### src/rtl/stdp_synapse.sv
// stdp_synapse: a single plastic synapse that feeds the current input of the
// downstream lif neuron. It keeps exponentially decaying pre- and
// post-synaptic spike traces and adjusts its weight with trace-based STDP:
// potentiation when the post neuron fires, depression when the pre neuron
// fires.
//
// Ports:
//   clk         single clock, rising edge
//   rst         asynchronous, active-high reset
//   pre_spike   presynaptic spike, one-cycle pulse per event
//   post_spike  postsynaptic spike (driven by the lif spike output)
//   learn_en    1 = STDP (and optional decay) weight updates enabled
//   w_load      load strobe for w_in, has priority over STDP
//   w_in        weight load value, clamped to [W_MIN, W_MAX]
//   weight      current synaptic weight
//   current     registered synaptic current: weight on the cycle after pre_spike
//   pre_trace   presynaptic trace
//   post_trace  postsynaptic trace
//   w_changed   one-cycle pulse in the cycle the weight register took a new value
//
// Optional feature (macro STDP_WEIGHT_DECAY_EN): an idle counter that slowly
// decays the weight by 1 every DECAY_PERIOD cycles that have no spike and no
// load. Without the macro the weight changes only through STDP or a load.

module stdp_synapse #(
  parameter int W_INIT       = 64,
  parameter int W_MAX        = 127,
  parameter int W_MIN        = 0,
  parameter int TRACE_INC    = 128,
  parameter int TAU_SHIFT    = 3,
  parameter int A_POS_SHIFT  = 4,
  parameter int A_NEG_SHIFT  = 5,
  parameter int DECAY_PERIOD = 256
) (
  input  logic       clk,
  input  logic       rst,
  input  logic       pre_spike,
  input  logic       post_spike,
  input  logic       learn_en,
  input  logic       w_load,
  input  logic [7:0] w_in,
  output logic [7:0] weight,
  output logic [7:0] current,
  output logic [7:0] pre_trace,
  output logic [7:0] post_trace,
  output logic       w_changed
);

  localparam logic [7:0]        W_INIT_U = 8'(W_INIT);
  localparam logic [7:0]        W_MAX_U  = 8'(W_MAX);
  localparam logic [7:0]        W_MIN_U  = 8'(W_MIN);
  localparam logic signed [9:0] W_MAX_S  = 10'(W_MAX);
  localparam logic signed [9:0] W_MIN_S  = 10'(W_MIN);
  localparam logic [8:0]        INC_9    = 9'(TRACE_INC);

  // One trace step: subtract x >> TAU_SHIFT, forcing a decrement of at least
  // 1 so small traces actually reach zero, then add the spike increment with
  // saturation at 255 (sum formed 9 bits wide so the carry shows overflow).
  function automatic logic [7:0] trace_step(input logic [7:0] x, input logic spike);
    logic [7:0] d;
    logic [8:0] s;
    d = x >> TAU_SHIFT;
    if (d == 8'd0 && x != 8'd0) d = 8'd1;
    s = {1'b0, x - d} + (spike ? INC_9 : 9'd0);
    return s[8] ? 8'hFF : s[7:0];
  endfunction

  logic [7:0]        pre_trace_next;
  logic [7:0]        post_trace_next;
  logic signed [9:0] ltp;
  logic signed [9:0] ltd;
  logic signed [9:0] w_sum;
  logic [7:0]        stdp_weight;
  logic [7:0]        load_weight;
  logic [7:0]        weight_next;
  logic              decay_hit;

`ifdef STDP_WEIGHT_DECAY_EN
  logic [15:0] idle_cnt;
  logic        idle;

  // The idle counter only runs while nothing happens on the synapse, so a
  // decay step can never land in the same cycle as an STDP or load update.
  assign idle      = !pre_spike && !post_spike && !w_load;
  assign decay_hit = idle && (idle_cnt == 16'(DECAY_PERIOD - 1));

  always_ff @(posedge clk or posedge rst) begin
    if (rst) begin
      idle_cnt <= 16'd0;
    end else if (!idle || decay_hit) begin
      idle_cnt <= 16'd0;
    end else begin
      idle_cnt <= idle_cnt + 16'd1;
    end
  end
`else
  assign decay_hit = 1'b0;
`endif

  // Trace updates run every cycle regardless of learn_en or w_load.
  always_comb begin
    pre_trace_next  = trace_step(pre_trace, pre_spike);
    post_trace_next = trace_step(post_trace, post_spike);
  end

  // STDP uses the registered traces from before this cycle's update. Both
  // terms apply together on coincident spikes; the 10-bit signed sum cannot
  // overflow for 8-bit operands, so clamping it is exact.
  always_comb begin
    ltp = post_spike ? $signed({2'b00, pre_trace >> A_POS_SHIFT}) : 10'sd0;
    ltd = pre_spike ? $signed({2'b00, post_trace >> A_NEG_SHIFT}) : 10'sd0;
    w_sum = $signed({2'b00, weight}) + ltp - ltd;
    if (w_sum > W_MAX_S) begin
      stdp_weight = W_MAX_U;
    end else if (w_sum < W_MIN_S) begin
      stdp_weight = W_MIN_U;
    end else begin
      stdp_weight = w_sum[7:0];
    end
  end

  always_comb begin
    if (w_in > W_MAX_U) begin
      load_weight = W_MAX_U;
    end else if (w_in < W_MIN_U) begin
      load_weight = W_MIN_U;
    end else begin
      load_weight = w_in;
    end
  end

  // Weight selection: load beats everything, then the idle decay step (which
  // by construction only fires with no spikes present), then STDP.
  always_comb begin
    weight_next = weight;
    if (w_load) begin
      weight_next = load_weight;
    end else if (decay_hit) begin
      if (learn_en && weight > W_MIN_U) weight_next = weight - 8'd1;
    end else if (learn_en) begin
      weight_next = stdp_weight;
    end
  end

  // current samples the weight as it was before this cycle's update, so a
  // pre spike drives lif with the pre-learning weight one cycle later.
  always_ff @(posedge clk or posedge rst) begin
    if (rst) begin
      weight     <= W_INIT_U;
      current    <= 8'd0;
      pre_trace  <= 8'd0;
      post_trace <= 8'd0;
      w_changed  <= 1'b0;
    end else begin
      weight     <= weight_next;
      current    <= pre_spike ? weight : 8'd0;
      pre_trace  <= pre_trace_next;
      post_trace <= post_trace_next;
      w_changed  <= (weight_next != weight);
    end
  end

endmodule

### config.mk
export PLATFORM = sky130hd
export DESIGN_NAME = stdp_synapse
export DESIGN_NICKNAME = d
export VERILOG_FILES = /design/src/rtl/stdp_synapse.sv
export SDC_FILE = /design/constraint.sdc
export NUM_CORES = 1
export LEC_CHECK = 0
export ABC_AREA = 1
export CORE_MARGIN = 1
export CORE_UTILIZATION = 40
export CTS_CLUSTER_SIZE = 24
export DETAILED_ROUTE_END_ITERATION = 10
export GPL_TIMING_DRIVEN = 0
export PLACE_DENSITY = 0.74
export SYNTH_ARGS = -nofsm -noshare
export SYNTH_HDL_FRONTEND = slang
export SYNTH_SLANG_ARGS = --single-unit
### constraint.sdc
create_clock -name clk -period 3.8 [get_ports clk]
set_clock_uncertainty 0.1 [all_clocks]
set_input_delay 0.38 -clock clk [delete_from_list [all_inputs] [get_ports clk]]
set_output_delay 0.38 -clock clk [all_outputs]
set_load 0.1 [all_outputs]
==> results of run 1 <==
## sequential cells by signal, indices dropped and copies added (netlist names)
signal / count
current: 8
post_trace: 8
pre_trace: 8
weight: 8
w_changed: 1
## what timing repair did
item                                    4_1_cts  5_1_grt
endpoints found under the setup margin        0        1
buffers inserted                              0        0
gates resized for setup                       0        2
## layer usage
metal  vias to the layer above  global-route usage
li1                       1150                   -
met1                      1026               0.217
met2                        42               0.314
met3                         6              0.0330
met4                         0              0.0536
met5                         -                   0
## through the flow
step / TNS, ns / area, um2 / util / setup slack (ns) / instances
2_1_floorplan: 0 / 2470 / - / 0.297 / 345
3_3_place_gp: -0.0335 / 3020 / 0.511 / -0.0335 / 466
3_5_place_dp: -0.0634 / 3020 / 0.511 / -0.0634 / 466
4_1_cts: 0 / 3110 / 0.526 / 0.235 / 473
5_1_grt: 0 / 3130 / 0.529 / 0.0717 / 474
6_report: 0 / 3130 / 0.529 / 0.362 / 474
## critical path: stages
cell             delay (ns)
clkdlybuf4s50_1        0.47
clkbuf_2               0.25
nand2_1                0.10
inv_1                  0.05
fa_1                   0.49
inv_1                  0.07
fa_1                   0.43
nand2_1                0.09
nand2_1                0.09
nand3_1                0.12
nand2_1                0.06
nand2_1                0.06
nand2_1                0.05
nand2_1                0.08
nand2_2                0.10
nand2_1                0.09
nand2_1                0.04
nand2_1                0.07
nand2_1                0.07
a21oi_1                0.14
nand2_1                0.07
nor2_1                 0.08
nand2_1                0.06
## final cells by class
cell class                      instances  area, um2
Fill cell                             587       2790
Multi-Input combinational cell        233       1340
Sequential cell                        33        827
Timing Repair Buffer                   47        480
Inverter                               75        282
Tap cell                               75       93.8
Clock buffer                            6       82.6
Buffer                                  4       17.5
Clock inverter                          1       7.51
## cell families (layout without fill, tap and decap cells)
kind of cell,count (synthesis),after routing
buffers and inverters,79,133
xor gates and xnor gates,6,6
DFF,33,33
adders and majority gates,26,26
and+or+nand+nor,178,178
AOI/OAI and AO/OA,23,23
## final timing paths
path	from	end	slack, ns
worst max-delay path	pre_spike	w_changed	0.36
worst min-delay path	rst	weight[7]	0.22
worst max register to register	post_trace[6]	w_changed	0.75
worst min register to register	weight[6]	current[6]	0.42
max in group asynchronous	rst	post_trace[6]	2.96
min in group clk	weight[6]	current[6]	0.42
## layout by cell type (no fill, tap or decap)
| master | n |
|---|---|
| a21o_1 | 2 |
| a21oi_1 | 6 |
| a21oi_4 | 1 |
| a31oi_1 | 3 |
| buf_12 | 1 |
| buf_2 | 1 |
| clkbuf_1 | 2 |
| clkbuf_2 | 1 |
| clkbuf_8 | 6 |
| clkdlybuf4s50_1 | 46 |
| clkinv_1 | 2 |
| clkinvlp_4 | 1 |
| dfrtp_1 | 32 |
| dfstp_2 | 1 |
| fa_1 | 5 |
| ha_1 | 21 |
| inv_1 | 73 |
| nand2_1 | 108 |
| nand2_2 | 5 |
| nand3_1 | 18 |
| nand3_2 | 2 |
| nand3b_1 | 5 |
| nand4_1 | 4 |
| nor2_1 | 20 |
| nor2_2 | 1 |
| nor3_1 | 3 |
| o21ai_0 | 3 |
| o21ai_1 | 4 |
| o21bai_1 | 4 |
| or2_1 | 3 |
| or2_2 | 8 |
| or2_4 | 1 |
| xnor2_1 | 4 |
| xor2_1 | 2 |
==> reports/metrics.cfg, run 1 <==
[cells_and_area]
nNetsFinal=439
antenna_cells=0
layout-drive-gt1-share=0.0727
area_growth_pct=27.0

[critical_path]
reg2reg_depth=21
crit_fanout=10
cp.required_ns=3.88
path_class=in -> reg
cp.arrival_ns=3.51
worst_setup_path_end_kind=flip-flop
cp-start-kind=primary input

[cts]
ctsHoldBuffers=0
max-clock-path-buffers=2
tritoncts=built
numCtsBuffers=5
clkLatencyLatePin_ns=0.29
root_buffer=clkbuf_8
cts_max_level=2
path_clk_slew_ns=0.07
cts.sinks=33

[routing]
drt_iter0_markers=93
vias=2224
avgRoutedWirePerCell_um=11.2
wl_met1_um=2470
drc=0
routed_wl_um=5290
wl_met3_um=208
final_antenna_net_count=0
dr_wl_met2_um=2550
top_layer_used=met4
post_drt_via_cell_ratio=4.69
drt_pass1_iterations=4

[floorplan]
num_io_pins=47
dieArea_um2=6490
num_rows=28
die_x_um=80.6
die_h_um=80.6
start_util=0.417
coreArea_um2=5920

[run]
maxCapViolCount=0

[placed_design]
port_buffers=46
gp_congestion=0.796
dp_hpwl_um=4080

[run_status]
status=completed

[timing]
period_share=0.905
rsz0062_at_grt=no
finalSetupViolCount=0
max-slew-margin-rel=0.346
holdWs_ns=0.224
slew_violations=0
worstMarginPinSlew_ns=0.978
final_hold_viol_count=0
min_period_ns=3.44
fmax_mhz=291

[global_routing]
grt_antenna_before_repair=0
grt_usage=0.178
grt_remaining_overflow=0
grt_max_degree=34
grt_pass1_vias=2064
grt_first_pass_wirelength_um=8860

[synth]
ys_top_cells_by_count=nand2_1, inv_1, dfrtp_1
avgSynthCellArea_um2=7.16
synth-main-ff-cell=dfrtp_1
synth-seq-area-share=0.335
synthDistinctLibCells=29
async_flop_share=1.00
synth_top_family_by_area=simple AND/OR/NAND/NOR gates
yosys_warnings=0
synthTopCellsByArea=dfrtp_1, nand2_1, inv_1
synthSimpleGateAreaFrac=0.317
synth_compound_area_frac=0.0588
synthMuxAreaShare=0
synth-edff-count=0
yosys.area.top_type=dfrtp_1
synthCells=345
yosys.area.top_type_share=0.324
syn-cell-area_um2=2470
synth.most_common_cell=nand2_1
ys_ff_latch=33
synthAdderAreaFrac=0.147
synth_xor_area_frac=0.0213
synth_nets=385

[hold_path]
hp-class=in -> async

Power of run 1 is left out: the tool's default activity adds up to more than one toggle a clock period on the data nets, which glitch-free logic cannot reach.
==> run 2, diff against run 1 <==
--- a/config.mk
+++ b/config.mk
@@ -6,9 +6,10 @@
 export NUM_CORES = 1
 export LEC_CHECK = 0
 export ABC_AREA = 1
-export CORE_MARGIN = 1
+export CAP_MARGIN = 10
+export CORE_MARGIN = 10
 export CORE_UTILIZATION = 40
-export CTS_CLUSTER_SIZE = 24
+export CTS_CLUSTER_SIZE = 20
 export DETAILED_ROUTE_END_ITERATION = 10
 export GPL_TIMING_DRIVEN = 0
 export PLACE_DENSITY = 0.74
==> reports/metrics.cfg, run 2 (same netlist as run 1, synthesis figures left out) <==
[run_status]
status=completed

[global_routing]
grt_remaining_overflow=0
use_met3=0.0433
grt_util_met2=0.207
grt_first_pass_wirelength_um=10100
grt.busiest_layer=met2
grt_usage=0.122
grt_pass1_vias=2215
grt_max_degree=23
use_met1=0.138
grt_antenna_before_repair=0

[routing]
post_drt_via_cell_ratio=4.66
drc=0
drt_iter0_markers=42
routed_wl_um=5690
drt_pass1_iterations=4
vias=2213
final_antenna_net_count=0
avgRoutedWirePerCell_um=12.0

[placed_design]
gp_congestion=0.812
placed_area_um2=3050
dp_hpwl_um=4640
port_buffers=46

[timing]
final_hold_viol_count=0
slew_violations=0
min_period_ns=3.43
worstMarginPinSlew_ns=0.987
period_share=0.901
fmax_mhz=292
rsz0062_at_grt=no
setup_tns_ns=0
max-slew-margin-rel=0.340
finalSetupViolCount=0

[floorplan]
coreArea_um2=5960
num_io_pins=47
dieArea_um2=9710
die_x_um=98.6
start_util=0.414
die_h_um=98.6
num_rows=28

[critical_path]
cp-start-kind=primary input
cp.required_ns=3.88
crit_fanout=10
worst_setup_path_end_kind=flip-flop
path_class=in -> reg
cp.arrival_ns=3.51

[cts]
cts_max_level=2
tritoncts=built
cts.sinks=33
max-clock-path-buffers=2
cts_setup_buffers=0
ctsHoldBuffers=0
clkLatencyLatePin_ns=0.29
root_buffer=clkbuf_8
path_clk_slew_ns=0.07
cts_resized=0
numCtsBuffers=5

[cells_and_area]
area_growth_pct=27.5
layout-drive-gt1-share=0.0750
nFillCells=587
mostFrequentLayoutCells=nand2_1, inv_1, clkdlybuf4s50_1
nNetsFinal=439
final_area_um2=3150
antenna_cells=0
postLayoutCoreUtil=0.529
final_common_cell=nand2_1

[hold_path]
hp-class=in -> async

[run]
maxCapViolCount=0

## run 2: final cells by class
class,count,area (um2),share of cell area
multi-input cells,233,1340,0.427
flip-flops and latches,33,827,0.263
repair buffers,47,488,0.155
inverters,75,282,0.0894
well taps,75,93.8,0.0298
clock buffers,6,82.6,0.0262
plain buffers,4,17.5,0.00556
clock inverters,2,13.8,0.00437
## run 2: critical path: stages
cell and delay (ns):
clkdlybuf4s50_1 0.47, buf_2 0.22, nand2_1 0.08, inv_1 0.05
fa_1 0.49, inv_1 0.07, fa_1 0.44, nand2_1 0.11
nand2_1 0.11, nand3_1 0.13, nand2_1 0.06, nand2_1 0.06
nand2_1 0.05, nand2_1 0.07, nand2_2 0.10, nand2_1 0.09
nand2_1 0.05, nand2_1 0.07, nand2_1 0.07, a21oi_1 0.14
nand2_1 0.08, nor2_1 0.08, nand2_1 0.06
## run 2: routing by layer
layer | share of wire | vias up
li1 | - | 1156
met1 | 0.45 | 1007
met2 | 0.47 | 41
met3 | 0.061 | 9
met4 | 0.015 | 0
met5 | 0 | -
## run 2: per-stage QoR
stage	hold WS, ns	std cells	setup WS (ns)
after global routing	0.387	475	0.0291
after floorplan	0.362	345	0.297
after detailed placement	0.411	467	-0.0350
after CTS	0.339	475	0.229
after global placement	0.400	466	0.00369
final	0.331	475	0.375
## run 2: path summary, 6_finish.rpt
check / startpoint / endpoint / slack [ns] / cells after the start
min in group clk: weight[7] / current[7] / 0.42 / 2
min reg2reg: weight[7] / current[7] / 0.42 / 2
max in group asynchronous: rst / pre_trace[5] / 2.78 / 3
min: rst / weight[5] / 0.33 / 2
max: pre_spike / w_changed / 0.37 / 23
max reg2reg: weight[1] / w_changed / 0.74 / 20
Power of run 2 is left out for the same reason.
